`config.mk`:
```
export PLATFORM = sky130hd
export DESIGN_NAME = inst_buffer_flat
export DESIGN_NICKNAME = d
export VERILOG_FILES = /design/src/rtl/inst_buffer_pkg.sv /design/src/rtl/inst_buffer_if.sv /design/src/rtl/inst_buffer.sv /design/src/flat_wrapper.sv
export SDC_FILE = /design/constraint.sdc
export NUM_CORES = 1
export LEC_CHECK = 0
export CAP_MARGIN = 40
export CORE_MARGIN = 4
export CORE_UTILIZATION = 61
export CTS_CLUSTER_DIAMETER = 200
export DETAILED_ROUTE_END_ITERATION = 6
export GPL_TIMING_DRIVEN = 0
export HOLD_SLACK_MARGIN = 0.05
export PLACE_DENSITY = 0.82
export SLEW_MARGIN = 30
export SYNTH_ARGS = -nofsm -noshare
export SYNTH_HDL_FRONTEND = slang
export SYNTH_SLANG_ARGS = --single-unit
```
`constraint.sdc`:
```
create_clock -name clock -period 19.2 [get_ports clock]
set_input_delay 3.84 -clock clock [delete_from_list [all_inputs] [get_ports clock]]
set_output_delay 3.84 -clock clock [all_outputs]
set_load 0.05 [all_outputs]
```
`src/rtl/inst_buffer_pkg.sv`:
```
// Shared fetch/dispatch definitions: packet typedefs, NOP encoding and memory latency.
`ifndef NOP
`define NOP 32'h0000_0013
`endif
`ifndef MEM_LATENCY_IN_CYCLES
`define MEM_LATENCY_IN_CYCLES 2
`endif

package inst_buffer_pkg;

  localparam logic [31:0] NOP_INST       = `NOP;
  localparam int unsigned MEM_LATENCY    = `MEM_LATENCY_IN_CYCLES;

  typedef struct packed {
    logic        valid;
    logic [31:0] inst;
    logic [31:0] PC;
    logic [31:0] NPC;
  } IF_IB_PACKET;

  typedef struct packed {
    logic        valid;
    logic [31:0] inst;
    logic [31:0] PC;
    logic [31:0] NPC;
  } IB_DP_PACKET;

  // Storage entry: occupancy is tracked by the count, so no per-entry valid bit.
  typedef struct packed {
    logic [31:0] inst;
    logic [31:0] PC;
    logic [31:0] NPC;
  } ib_entry_t;

endpackage

```
`src/rtl/inst_buffer_if.sv`:
```
// Fetch-to-dispatch buffer signal bundle; master drives fetch/dispatch inputs, slave is the buffer.
interface inst_buffer_if #(
  parameter int unsigned IB_DEPTH = 8
) ();
  import inst_buffer_pkg::*;

  IF_IB_PACKET                 if_ib_packet;
  logic                        flush;
  logic                        dp_ready;
  IB_DP_PACKET                 ib_dp_packet;
  logic                        ib_full;
  logic [$clog2(IB_DEPTH):0]   ib_count;
  logic                        ib_overflow;

  modport master (
    output if_ib_packet, flush, dp_ready,
    input  ib_dp_packet, ib_full, ib_count, ib_overflow
  );

  modport slave (
    input  if_ib_packet, flush, dp_ready,
    output ib_dp_packet, ib_full, ib_count, ib_overflow
  );
endinterface

```
`src/rtl/inst_buffer.sv`:
```
// Circular first-word-fall-through instruction buffer between fetch and dispatch,
// with skid reserve for in-flight fetches and a sticky overflow flag.
`ifndef NOP
`define NOP 32'h0000_0013
`endif
`ifndef MEM_LATENCY_IN_CYCLES
`define MEM_LATENCY_IN_CYCLES 2
`endif

module inst_buffer
  import inst_buffer_pkg::*;
#(
  parameter int unsigned IB_DEPTH = 8,
  parameter int unsigned IB_SKID  = `MEM_LATENCY_IN_CYCLES
) (
  input  logic          clock,
  input  logic          reset,
  inst_buffer_if.slave  ib
);

  localparam int unsigned PTR_W = $clog2(IB_DEPTH);
  localparam int unsigned CNT_W = PTR_W + 1;

  ib_entry_t          mem [IB_DEPTH];
  logic [PTR_W-1:0]   head;
  logic [PTR_W-1:0]   tail;
  logic [CNT_W-1:0]   count;
  logic               overflow;

  logic               not_empty;
  logic               at_capacity;
  logic               push;
  logic               pop;
  logic               drop;

  assign not_empty   = (count != '0);
  assign at_capacity = (count == CNT_W'(IB_DEPTH));
  assign pop         = ib.dp_ready && not_empty && !ib.flush;
  // A push at capacity is still taken when the head leaves in the same cycle.
  assign push        = ib.if_ib_packet.valid && (!at_capacity || pop) && !ib.flush;
  assign drop        = ib.if_ib_packet.valid && at_capacity && !pop && !ib.flush;

  always_ff @(posedge clock or negedge reset) begin
    if (!reset) begin
      head     <= '0;
      tail     <= '0;
      count    <= '0;
      overflow <= 1'b0;
    end else if (ib.flush) begin
      head  <= '0;
      tail  <= '0;
      count <= '0;
    end else begin
      if (push) tail <= tail + 1'b1;
      if (pop)  head <= head + 1'b1;
      if (push && !pop)      count <= count + 1'b1;
      else if (pop && !push) count <= count - 1'b1;
      if (drop) overflow <= 1'b1;
    end
  end

  always_ff @(posedge clock) begin
    if (push) begin
      mem[tail] <= '{inst: ib.if_ib_packet.inst,
                     PC:   ib.if_ib_packet.PC,
                     NPC:  ib.if_ib_packet.NPC};
    end
  end

  always_comb begin
    ib.ib_dp_packet      = '0;
    ib.ib_dp_packet.inst = NOP_INST;
    if (not_empty) begin
      ib.ib_dp_packet.valid = 1'b1;
      ib.ib_dp_packet.inst  = mem[head].inst;
      ib.ib_dp_packet.PC    = mem[head].PC;
      ib.ib_dp_packet.NPC   = mem[head].NPC;
    end
  end

  assign ib.ib_full     = (32'(count) + IB_SKID) >= IB_DEPTH;
  assign ib.ib_count    = count;
  assign ib.ib_overflow = overflow;

endmodule

```
`src/flat_wrapper.sv`:
```
// flat-port wrapper written by rule: the top's interface ports become plain ports
module inst_buffer_flat import inst_buffer_pkg::*;
#(
  parameter int unsigned IB_DEPTH = 8,
  parameter int unsigned IB_SKID  = `MEM_LATENCY_IN_CYCLES
)
  (clock, reset, ib_if_ib_packet, ib_flush, ib_dp_ready, ib_ib_dp_packet, ib_ib_full, ib_ib_count, ib_ib_overflow);
  inst_buffer_if #(.IB_DEPTH(IB_DEPTH)) ib_i ();
  input  logic clock;
  input  logic reset;
  input wire logic [$bits(ib_i.if_ib_packet)-1:0] ib_if_ib_packet;
  input wire logic [$bits(ib_i.flush)-1:0] ib_flush;
  input wire logic [$bits(ib_i.dp_ready)-1:0] ib_dp_ready;
  output wire logic [$bits(ib_i.ib_dp_packet)-1:0] ib_ib_dp_packet;
  output wire logic [$bits(ib_i.ib_full)-1:0] ib_ib_full;
  output wire logic [$bits(ib_i.ib_count)-1:0] ib_ib_count;
  output wire logic [$bits(ib_i.ib_overflow)-1:0] ib_ib_overflow;
  assign ib_i.if_ib_packet = ib_if_ib_packet;
  assign ib_i.flush = ib_flush;
  assign ib_i.dp_ready = ib_dp_ready;
  assign ib_ib_dp_packet = ib_i.ib_dp_packet;
  assign ib_ib_full = ib_i.ib_full;
  assign ib_ib_count = ib_i.ib_count;
  assign ib_ib_overflow = ib_i.ib_overflow;
  inst_buffer #(.IB_DEPTH(IB_DEPTH), .IB_SKID(IB_SKID)) u_core (.clock(clock), .reset(reset), .ib(ib_i));
endmodule
```
==> impl_metrics.yaml <==
worst_setup_path:
  rr_startpoint: "u_core.ib.ib_count[1]$_DFFE_PN0P_"
  arrival_ns: 3.79
  crit_type: "flip-flop to output pin"
  slowest_stage: "clkdlybuf4s50_1"
  cp_top_family: "buffers and inverters"
  cp.depth: 6
  cp_common_cell: "buf_2"
  crit_buf_inv: 4
  crit_start: "u_core.head[2]$_DFFE_PN0P_"
  endpoint: "ib_ib_dp_packet[69]"
  cp_max_fo: 10
  cp-start-kind: "flip-flop"
  r2r_end: "u_core.mem[3][45]$_DFFE_PP_"
  worstPathRequired_ns: 15.36
  critical_path.cell_chain: "clkbuf_1 -> buf_2 -> buf_2 -> mux2i_1 -> nor2_1 -> clkdlybuf4s50_1"
  r2r_slack_ns: 16.02
  end_kind: "output pin"
  rr_worst_depth: 11
  cpPeakStageDelay_ns: 0.87
clocking:
  cts_root_buf: "clkbuf_16"
  post-cts-setup-buffers: 0
  clockBufferDepth: 3
  path_clk_slew_ns: 0.06
  cts_tree: "yes"
  ctsHoldBuffers: 0
  htree_levels: 3
  cts_buffers: 75
  clock-sinks: 779
  cts_resized: 0
  insertion_delay_ns: 0.61
power:
  power_frac_comb_pct: 33.0
  switching_share_pct: 32.31
  power.switching_uw: 1621
  p_clk_share_pct: 28.3
  p_seq_share_pct: 38.7
  peakVddDrop_uv: 101.9
  p_leak_uw: 0.01158
  internal_power_uw: 3395
  power.density_nw_per_um2: 137.9
floorplan:
  design.core.area_um2: 48150
  die_area_um2: 52680
  io_pins: 204
  initial_utilization_pct: 62.17
  die_w_um: 229.5
  dieHeight_um: 229.5
  num_rows: 80
synth:
  ys_top_cells_by_count: "768 x edfxtp_1, 192 x mux4_2, 105 x nor2_1"
  yosysUniqueCellTypes: 37
  synth_area_um2: 29930
  synth_largest_area_cell: "edfxtp_1"
  ys.warnings.count: 0
  yosys.area.top_type_share_pct: 77.05
  synth_nets: 1414
  post-synth-top-count-cell: "edfxtp_1"
  synth-edff-count: 768
  yosys-top-cells-area: "edfxtp_1 77%, mux4_2 14%, mux2i_1 3.2%"
  synth_cells: 1307
  synth-main-ff-cell: "edfxtp_1"
  synth_seq_cells: 779
  ys_seq_area_share_pct: 77.97
  synthArstFlopShare_pct: 1.412
  syn-mean-instance-area_um2: 22.90
grt:
  grt-ovfl-total: 0
  antenna_found_initial: 7
  grt_pass1_vias: 15750
  grt_usage_pct: 26.15
  grt_pass1_wl_um: 102000
  grt_max_degree: 17
sta:
  slew_headroom_pct: 41.69
  finalHoldViolCount: 0
  report.final.slew_viol_count: 0
  tns_ns: 0
  period_needed_ns: 7.625
  skew_ns: 0.01692
  setup_viol: 0
  whs_ns: 0.4798
  worst_slew_pin_slew_ns: 0.8747
  grt_setup_unrepaired: "false"
  max_freq_mhz: 131.1
  fin_crit_sh_pct: 39.71
route:
  drc: 0
  postRouteAntennaNets: 0
  initialDrtViolationCount: 1746
  wl_per_cell_um: 27.93
  via_per_inst: 6.189
  first_pass_iters: 5
  wl_um: 67480
  vias: 14950
layout:
  register_area_um2: 23340
  multi_input_area_um2: 6171
  drive_above_1_share_pct: 26.50
  num-fill-cells: 2514
  area_growth_syn_to_layout_pct: 21.51
  fin_nets: 1807
run:
  cap_violations: 0
placed_design:
  dp_hpwl_um: 42910
  port_buffers: 202
  place.gp.congestion: 0.7647
status:
  run_status: "finished clean"
hold_path:
  hp-class: "flip-flop to flip-flop"
[cell usage in the layout, fill, tap and decap left out, types with 5 or more instances in the layout]
master,instances
nand3_1,5
buf_16,14
mux4_2,192
clkinv_1,14
buf_6,33
diode_2,5
clkbuf_16,79
nand2_1,8
bufinv_16,6
edfxtp_1,768
ha_1,5
dfrtp_1,11
clkdlybuf4s50_1,202
clkinv_2,6
mux2i_1,97
clkbuf_1,41
buf_2,32
buf_4,87
nor2_1,103
[flip-flops by register name, summed over array words and instances (netlist names)]
name and flops:
u_core.mem 768, u_core.ib.ib_count 4, u_core.head 3, u_core.tail 3, u_core.ib.ib_overflow 1
[routing by layer]
metal,GRT usage [%],vias up,routed length (um)
met5,0,-,45
met4,8.102,8,1654
met3,4.995,108,5339
met2,43.75,731,34710
met1,35.75,7846,25730
li1,-,6259,-
[power by group through the flow]
stage / Combinational (uW) / Sequential (uW) / Clock (uW)
CTS: 1670 / 1940 / 1440
global route: 1730 / 1940 / 1520
global placement: 1610 / 1990 / 0
finish: 1650 / 1940 / 1420
floorplan: 1110 / 1990 / 0
detailed placement: 1650 / 1970 / 0
[worst min-delay path by stage]
stage	startpoint	endpoint	slack, ns	cells past startpoint
6_report	u_core.ib.ib_overflow$_DFFE_PN0P_	u_core.ib.ib_overflow$_DFFE_PN0P_	0.48	1
5_1_grt	u_core.ib.ib_overflow$_DFFE_PN0P_	u_core.ib.ib_overflow$_DFFE_PN0P_	0.49	1
3_3_place_gp	u_core.ib.ib_overflow$_DFFE_PN0P_	u_core.ib.ib_overflow$_DFFE_PN0P_	0.47	1
4_1_cts	u_core.ib.ib_overflow$_DFFE_PN0P_	u_core.ib.ib_overflow$_DFFE_PN0P_	0.48	1
3_5_place_dp	u_core.ib.ib_overflow$_DFFE_PN0P_	u_core.ib.ib_overflow$_DFFE_PN0P_	0.47	1
2_1_floorplan	u_core.tail[0]$_DFFE_PN0P_	u_core.tail[0]$_DFFE_PN0P_	0.55	2
[logic make-up (layout without fill, tap and decap cells)]
kind of cell    count (synthesis)  count (layout)  synth area share [%]
compound gates                 16              16                0.3637
xor+xnor                        7               7                0.2048
fa+ha+maj                       6               6                0.2759
buf+inv                        75             523                 1.568
flops                         779             779                 77.97
mux                           289             289                 17.69
other cells                     0               5                     0
simple gates                  135             135                 1.931
[layout make-up]
type	count	share of cell area, %
clock inverter	28	0.7706
timing repair buffer	316	8.827
tap	656	2.257
clock buffer	104	5.693
inverter	6	0.06192
antenna	5	0.03440
sequential	779	64.16
buffer	69	1.228
multi-input combinational	453	16.97
[per-stage QoR]
stage,setup WS [ns],area [um^2],util [%],power (uW),cells
after global placement,-0.5528,32780,68.07,3599,2165
after floorplan,7.117,29930,-,3105,1307
after CTS,11.50,36360,75.52,5052,2411
final,11.57,36370,75.55,5016,2416
after global routing,11.44,36360,75.52,5196,2412
after detailed placement,12.01,34010,70.64,3623,2279
No activity file was read; power rests on OpenSTA's default activity.
